[src/rtl/uart_pkg.sv]
// Shared UART definitions: FSM state encoding, parity selector values and legal
// oversampling ratios. Used by both the receiver and the transmitter.
package uart_pkg;

  localparam int STATE_W = 3;

  typedef enum logic [STATE_W-1:0] {
    ST_IDLE   = 3'd0,
    ST_START  = 3'd1,
    ST_DATA   = 3'd2,
    ST_PARITY = 3'd3,
    ST_STOP   = 3'd4
  } uart_state_e;

  localparam logic PARITY_EVEN = 1'b0;
  localparam logic PARITY_ODD  = 1'b1;

  localparam int PRESCALE_8  = 8;
  localparam int PRESCALE_16 = 16;
  localparam int PRESCALE_32 = 32;

  function automatic logic majority3(input logic a, input logic b, input logic c);
    return (a & b) | (a & c) | (b & c);
  endfunction

endpackage

[src/rtl/uart_rx_sampler.sv]
// Per-bit oversampling counter with three mid-bit samples and a 2-of-3 vote.
// Produces a strobe once the vote is settled and another on the last tick of a bit.
module uart_rx_sampler
  import uart_pkg::*;
#(
  parameter int PRESCALE_W = 6
) (
  input  logic                  clk,
  input  logic                  rst,
  input  logic                  clear_i,
  input  logic                  en_i,
  input  logic                  rx_i,
  input  logic [PRESCALE_W-1:0] prescale_i,
  output logic                  mid_done_o,
  output logic                  bit_done_o,
  output logic                  bit_val_o
);

  localparam logic [PRESCALE_W-1:0] ONE = PRESCALE_W'(1);

  logic [PRESCALE_W-1:0] edge_cnt_q;
  logic [PRESCALE_W-1:0] edge_cnt_d;
  logic [PRESCALE_W-1:0] half;
  logic [PRESCALE_W-1:0] last;
  logic [2:0]            samp;

  assign half = prescale_i >> 1;
  assign last = prescale_i - ONE;

  always_comb begin
    edge_cnt_d = edge_cnt_q;
    if (clear_i) begin
      edge_cnt_d = '0;
    end else if (en_i) begin
      edge_cnt_d = (edge_cnt_q == last) ? '0 : edge_cnt_q + ONE;
    end
  end

  always_ff @(posedge clk or negedge rst) begin
    if (!rst) begin
      edge_cnt_q <= '0;
    end else begin
      edge_cnt_q <= edge_cnt_d;
    end
  end

  // Taps sit at half-1, half and half+1 around the bit centre.
  for (genvar gi = 0; gi < 3; gi++) begin : g_tap
    localparam logic [PRESCALE_W-1:0] OFS = PRESCALE_W'(gi);
    logic [PRESCALE_W-1:0] tap;
    logic                  samp_q;

    assign tap = half - ONE + OFS;

    always_ff @(posedge clk or negedge rst) begin
      if (!rst) begin
        samp_q <= 1'b1;
      end else if (en_i && !clear_i && (edge_cnt_q == tap)) begin
        samp_q <= rx_i;
      end
    end

    assign samp[gi] = samp_q;
  end

  assign bit_val_o  = majority3(samp[0], samp[1], samp[2]);
  assign mid_done_o = en_i && (edge_cnt_q == (half + ONE + ONE));
  assign bit_done_o = en_i && (edge_cnt_q == last);

endmodule

[src/rtl/uart_rx.sv]
// UART receiver: start / data (LSB first) / optional parity / stop framing with
// single-cycle result pulses. Back-to-back frames are accepted without an idle bit.
module uart_rx
  import uart_pkg::*;
#(
  parameter int DATA_WIDTH = 8,
  parameter int PRESCALE_W = 6
) (
  input  logic                  clk,
  input  logic                  rst,
  input  logic                  RX_IN,
  input  logic                  PAR_EN,
  input  logic                  PAR_TYP,
  input  logic [PRESCALE_W-1:0] Prescale,
  output logic [DATA_WIDTH-1:0] P_DATA,
  output logic                  data_valid,
  output logic                  par_err,
  output logic                  stp_err
);

  localparam int BCW = (DATA_WIDTH > 1) ? $clog2(DATA_WIDTH) : 1;
  localparam logic [BCW-1:0] LAST_BIT = BCW'(DATA_WIDTH - 1);

  uart_state_e           state_q, state_d;
  logic [BCW-1:0]        bit_cnt_q, bit_cnt_d;
  logic [DATA_WIDTH-1:0] shift_q, shift_d;
  logic                  par_mis_q, par_mis_d;
  logic                  par_en_q, par_en_d;
  logic                  par_typ_q, par_typ_d;
  logic [PRESCALE_W-1:0] prescale_q, prescale_d;
  logic [DATA_WIDTH-1:0] p_data_q, p_data_d;
  logic                  data_valid_q, data_valid_d;
  logic                  par_err_q, par_err_d;
  logic                  stp_err_q, stp_err_d;

  logic smp_clear;
  logic smp_en;
  logic mid_done;
  logic bit_done;
  logic bit_val;
  logic start_frame;
  logic exp_par;

  assign smp_en  = (state_q != ST_IDLE);
  assign exp_par = (par_typ_q == PARITY_ODD) ? ~^shift_q : ^shift_q;

  uart_rx_sampler #(
    .PRESCALE_W (PRESCALE_W)
  ) u_sampler (
    .clk        (clk),
    .rst        (rst),
    .clear_i    (smp_clear),
    .en_i       (smp_en),
    .rx_i       (RX_IN),
    .prescale_i (prescale_q),
    .mid_done_o (mid_done),
    .bit_done_o (bit_done),
    .bit_val_o  (bit_val)
  );

  always_comb begin
    state_d      = state_q;
    bit_cnt_d    = bit_cnt_q;
    shift_d      = shift_q;
    par_mis_d    = par_mis_q;
    par_en_d     = par_en_q;
    par_typ_d    = par_typ_q;
    prescale_d   = prescale_q;
    p_data_d     = p_data_q;
    data_valid_d = 1'b0;
    par_err_d    = 1'b0;
    stp_err_d    = 1'b0;
    smp_clear    = 1'b0;
    start_frame  = 1'b0;

    case (state_q)
      ST_IDLE: begin
        if (!RX_IN) begin
          start_frame = 1'b1;
        end
      end
      ST_START: begin
        // A start bit that votes high was only a glitch.
        if (mid_done && bit_val) begin
          state_d = ST_IDLE;
        end else if (bit_done) begin
          state_d   = ST_DATA;
          bit_cnt_d = '0;
        end
      end
      ST_DATA: begin
        if (bit_done) begin
          shift_d[bit_cnt_q] = bit_val;
          if (bit_cnt_q == LAST_BIT) begin
            state_d = par_en_q ? ST_PARITY : ST_STOP;
          end else begin
            bit_cnt_d = bit_cnt_q + BCW'(1);
          end
        end
      end
      ST_PARITY: begin
        if (bit_done) begin
          par_mis_d = (bit_val != exp_par);
          state_d   = ST_STOP;
        end
      end
      ST_STOP: begin
        if (bit_done) begin
          par_err_d = par_mis_q;
          stp_err_d = !bit_val;
          if (!par_mis_q && bit_val) begin
            data_valid_d = 1'b1;
            p_data_d     = shift_q;
          end
          // Line already low here means the next start bit follows immediately.
          if (!RX_IN) begin
            start_frame = 1'b1;
          end else begin
            state_d = ST_IDLE;
          end
        end
      end
      default: begin
        state_d = ST_IDLE;
      end
    endcase

    if (start_frame) begin
      state_d    = ST_START;
      bit_cnt_d  = '0;
      par_mis_d  = 1'b0;
      par_en_d   = PAR_EN;
      par_typ_d  = PAR_TYP;
      prescale_d = Prescale;
      smp_clear  = 1'b1;
    end
  end

  always_ff @(posedge clk or negedge rst) begin
    if (!rst) begin
      state_q      <= ST_IDLE;
      bit_cnt_q    <= '0;
      shift_q      <= '0;
      par_mis_q    <= 1'b0;
      par_en_q     <= 1'b0;
      par_typ_q    <= 1'b0;
      prescale_q   <= PRESCALE_W'(PRESCALE_16);
      p_data_q     <= '0;
      data_valid_q <= 1'b0;
      par_err_q    <= 1'b0;
      stp_err_q    <= 1'b0;
    end else begin
      state_q      <= state_d;
      bit_cnt_q    <= bit_cnt_d;
      shift_q      <= shift_d;
      par_mis_q    <= par_mis_d;
      par_en_q     <= par_en_d;
      par_typ_q    <= par_typ_d;
      prescale_q   <= prescale_d;
      p_data_q     <= p_data_d;
      data_valid_q <= data_valid_d;
      par_err_q    <= par_err_d;
      stp_err_q    <= stp_err_d;
    end
  end

  assign P_DATA     = p_data_q;
  assign data_valid = data_valid_q;
  assign par_err    = par_err_q;
  assign stp_err    = stp_err_q;

endmodule

[config.mk]
export PLATFORM = sky130hd
export DESIGN_NAME = uart_rx
export DESIGN_NICKNAME = d
export VERILOG_FILES = /design/src/rtl/uart_pkg.sv /design/src/rtl/uart_rx_sampler.sv /design/src/rtl/uart_rx.sv
export SDC_FILE = /design/constraint.sdc
export NUM_CORES = 1
export LEC_CHECK = 0
export CAP_MARGIN = 30
export CORE_MARGIN = 2
export CORE_UTILIZATION = 40
export DETAILED_ROUTE_END_ITERATION = 12
export GPL_TIMING_DRIVEN = 0
export PLACE_DENSITY_LB_ADDON = 0.3
export SKIP_CTS_REPAIR_TIMING = 1
export SYNTH_ARGS = -nofsm -noshare
export SYNTH_HDL_FRONTEND = slang
export SYNTH_SLANG_ARGS = --single-unit
[constraint.sdc]
create_clock -name clk -period 9.4 [get_ports clk]
set_clock_uncertainty 0.1 [all_clocks]
set_input_delay 2.35 -clock clk [delete_from_list [all_inputs] [get_ports clk]]
set_output_delay 2.35 -clock clk [all_outputs]
set_load 0.1 [all_outputs]
==> results_tabular.tex, run 1 <==
\begin{tabular}{lr}
\hline
Metric & Value \\
\hline
\multicolumn{2}{l}{\textbf{Clock network}} \\
\quad H-tree depth & 2 \\
\quad TritonCTS clock tree & yes \\
\quad Clock transition at path regs & 90 ps \\
\quad TritonCTS Sinks & 43 \\
\quad Clock root buffer & clkbuf\_8 \\
\quad Clock latency reported for the late side of the worst-skew pair & 300 ps \\
\quad Number of buffers created by CTS & 5 \\
\quad Number of buffers on the longest clock path & 2 \\
\multicolumn{2}{l}{\textbf{Route}} \\
\quad Number of design-rule violations left by the first detailed-router iteration & 140 \\
\quad Via density per instance & 5.294 \\
\quad Total wire length after detailed routing & 5.866 mm \\
\quad Total number of vias & 2176 \\
\quad Number of iterations in the first detailed-routing pass & 4 \\
\quad Post-route DRC violation count & 0 \\
\quad Antenna-violating nets left & 0 \\
\quad Detail-routed net length per standard cell & 14.27 um \\
\multicolumn{2}{l}{\textbf{Worst setup path}} \\
\quad CP max stage delay & 1130 ps \\
\quad Kind of critical path & flop to primary output \\
\quad List of cells traversed by the critical path & clkdlybuf4s50\_1 \\
\quad Family with the most delay on the worst path & buffers and inverters \\
\quad Critical Path Sink Type & primary output \\
\quad WP buf/inv & 1 \\
\quad R2R Path Start & prescale\_q[1] \\
\quad Cell type of the slowest stage on the worst timing path & clkdlybuf4s50\_1 \\
\quad Peak fanout along the critical path & 2 \\
\quad First element of the critical path & P\_DATA[2] \\
\quad Required time at the worst-slack endpoint & 6950 ps \\
\quad Setup crit start kind & flop \\
\quad CP Data Arrival Time & 1790 ps \\
\multicolumn{2}{l}{\textbf{Timing}} \\
\quad Clock period minus worst slack & 4244 ps \\
\quad RSZ-0062 raised after global routing & false \\
\quad Final count of pins violating max slew & 0 \\
\quad TNS Setup & 0 ps \\
\quad Share of the cycle needed by the critical path after routing & 45.15\% \\
\quad Final setup margin & 5156 ps \\
\quad Worst Tran Pin Value & 967.7 ps \\
\quad Number of setup violations in the final report & 0 \\
\quad Max-Slew Margin vs Limit & 35.28\% \\
\quad Hold\_ws & 410.8 ps \\
\quad Hold Fails Final Rpt & 0 \\
\quad Max Clk Rate & 0.2356 GHz \\
\multicolumn{2}{l}{\textbf{Pwr}} \\
\quad Leakage power & 1.440 nW \\
\quad PD cells & 370.5 nW/um2 \\
\quad Overall power & 0.001203 W \\
\quad VDD IR max & 0.1602 mV \\
\multicolumn{2}{l}{\textbf{Die}} \\
\quad Die X-Extent & 88.06 um \\
\quad Top-level port count & 22 \\
\quad Number of placement rows & 30 \\
\quad Placeable Area & 6832 um2 \\
\quad Initial cell density of the core & 41.37\% \\
\quad Die area & 7755 um2 \\
\quad Die Ht & 88.06 um \\
\multicolumn{2}{l}{\textbf{Place}} \\
\quad Final weighted congestion in routability-driven placement & 0.8920 \\
\quad Cell area reported after detailed placement & 3162 um2 \\
\quad Port Buffers & 20 \\
\quad Worst setup timing slack at the placement stage & 5379 ps \\
\quad Placed wire-length estimate after detailed placement & 4.304 mm \\
\multicolumn{2}{l}{\textbf{Cells and area}} \\
\quad Layout net count & 335 \\
\quad Number of antenna repair diodes & 0 \\
\quad Fraction of final layout cells sized beyond drive strength 1 & 19.37\% \\
\quad Fillers & 665 \\
\quad Fin area & 3247 um2 \\
\quad Layout area overhead & 14.87\% \\
\multicolumn{2}{l}{\textbf{Logic synthesis}} \\
\quad Fraction of the yosys area taken by sequential cells & 38.25\% \\
\quad Combinational family with the most area after synthesis & simple AND/OR/NAND/NOR gates \\
\quad Simple-Gate Fraction of Synth Area & 18.11\% \\
\quad Synthesized Nets & 307 \\
\quad Fraction of registers with async set/reset & 100.0\% \\
\quad Compound-Gate Fraction of Synth Area & 11.38\% \\
\quad Most used flip-flop cell after synthesis & dfrtp\_1 \\
\quad Cell area after synthesis & 2826 um2 \\
\quad Library cells used by synthesis & 54 \\
\quad Number of standard cells after synthesis & 286 \\
\quad Largest area contributor in the netlist & dfrtp\_1 \\
\quad Number of register bits inferred by synthesis & 43 \\
\quad Synth Area in Adders & 4.781\% \\
\quad Xor and xnor fraction of the mapped netlist area & 10.80\% \\
\quad Mean cell area of the mapped netlist & 9.883 um2 \\
\quad Most common library cells after synthesis & dfrtp\_1, mux2\_2, nand2\_1 \\
\quad Total number of yosys warnings & 0 \\
\quad Multiplexer fraction of the synthesized cell area & 12.35\% \\
\quad Number of enable-type register cells in the synthesized netlist & 0 \\
\quad Share of the synthesized area in the top cell type & 34.53\% \\
\quad Top-count cell post-synth & dfrtp\_1 \\
\quad Dominant cells by area after synthesis & dfrtp\_1, mux2\_2, xnor2\_1 \\
\multicolumn{2}{l}{\textbf{Min path}} \\
\quad Critical hold path startpoint & P\_DATA[7] \\
\quad Classification of the worst-slack hold path & flop to flop \\
\multicolumn{2}{l}{\textbf{Outcome}} \\
\quad Result of the run & complete, no violations \\
\multicolumn{2}{l}{\textbf{Global route}} \\
\quad Via count of the first global-routing pass & 2016 \\
\quad Remaining global-route overflow & 0 \\
\quad First-pass GRT wire length & 9.832 mm \\
\quad Antenna violations before repair & 0 \\
\quad Pin count of the biggest net entering global routing & 39 \\
\quad GRT Util Overall & 16.18\% \\
\multicolumn{2}{l}{\textbf{Flow run}} \\
\quad Max-cap check violation count & 0 \\
\hline
\end{tabular}
final cells by class:
type | count | area [um2] | area share [%]
tap | 96 | 120.1 | 3.699
multi-input combinational | 214 | 1623 | 49.98
buffer | 16 | 73.82 | 2.274
clock buffer | 6 | 72.57 | 2.235
timing repair buffer | 21 | 215.2 | 6.628
clock inverter | 2 | 12.51 | 0.3854
sequential | 43 | 1081 | 33.29
inverter | 13 | 48.80 | 1.503
metrics by stage:
step	util, %	std cells
2_1_floorplan	-	286
3_3_place_gp	46.06	402
3_5_place_dp	46.28	403
4_1_cts	47.53	411
5_1_grt	47.53	411
6_report	47.53	411
cells by family after synthesis:
logic type / Yosys count
AO/OA/AOI/OAI: 46
multiplexers: 31
XOR/XNOR: 34
AND/OR/NAND/NOR: 92
adder cells (fa/ha/maj): 11
buffers and inverters: 29
flip-flops: 43
layout by cell type (no fill, tap or decap), drive strengths merged, types with 13 or more instances in the layout:
| cell | netlist | final |
|---|---|---|
| nand2 | 24 | 24 |
| clkdlybuf4s50 | 0 | 19 |
| xnor2 | 21 | 21 |
| mux2 | 28 | 28 |
| clkbuf | 9 | 15 |
| inv | 13 | 13 |
| xor2 | 13 | 13 |
| nor2 | 18 | 18 |
| dfrtp | 39 | 39 |
report_power, final:
group          internal [W]  switching [W]
clock             0.0000520      0.0000661
sequential         0.000240      0.0000366
combinational      0.000339       0.000468
registers in the layout (all words and copies together) (netlist names), 3 cells and up:
| name | count |
|---|---|
| P_DATA | 8 |
| bit_cnt_q | 3 |
| prescale_q | 6 |
| shift_q | 8 |
| state_q | 3 |
| u_sampler.edge_cnt_q | 6 |
| u_sampler.g_tap.samp_q | 3 |
worst paths after layout:
check,endpoint,slack (ps),depth (start not counted)
max,P_DATA[2],5160,1
max reg2reg,u_sampler.g_tap[1].samp_q,6060,11
min reg2reg,P_DATA[7],410,1
min in group asynchronous,par_err,1780,1
min,P_DATA[7],410,1
max in group asynchronous,prescale_q[4],6930,2
layer usage:
| layer | wire (um) | global-route usage, % | share of wire [%] |
|---|---|---|---|
| met1 | 2917 | 23.07 | 50 |
| met2 | 2647 | 25.83 | 45 |
| met3 | 256 | 2.639 | 4.4 |
| met4 | 45 | 3.994 | 0.77 |
| met5 | 0 | 0 | 0 |
(Power assumes the default switching activity.)
==> run 2: changes to the inputs <==
==> constraint.sdc (replaced) <==
create_clock -name clk -period 4.1 [get_ports clk]
set_clock_uncertainty 0.1 [all_clocks]
set_input_delay 1.025 -clock clk [delete_from_list [all_inputs] [get_ports clk]]
set_output_delay 1.025 -clock clk [all_outputs]
set_load 0.1 [all_outputs]
==> results of run 2 <==
The final DEF is identical to that of run 1. Status: complete, no violations.
Main changes from that run: setup slack after placement 5379 ps -> 756.6 ps; clock-pin slew on the worst setup and hold paths 90 ps -> 80 ps; setup slack after layout 5156 ps -> 756.1 ps; start point of the critical path P_DATA[2] -> prescale_q[1]; end point of the critical path P_DATA[2] -> u_sampler.g_tap[1].samp_q; register-to-register setup slack 6060 ps -> 760 ps; total power 0.001203 W -> 0.002758 W; worst IR drop on VDD 0.1602 mV -> 0.3673 mV
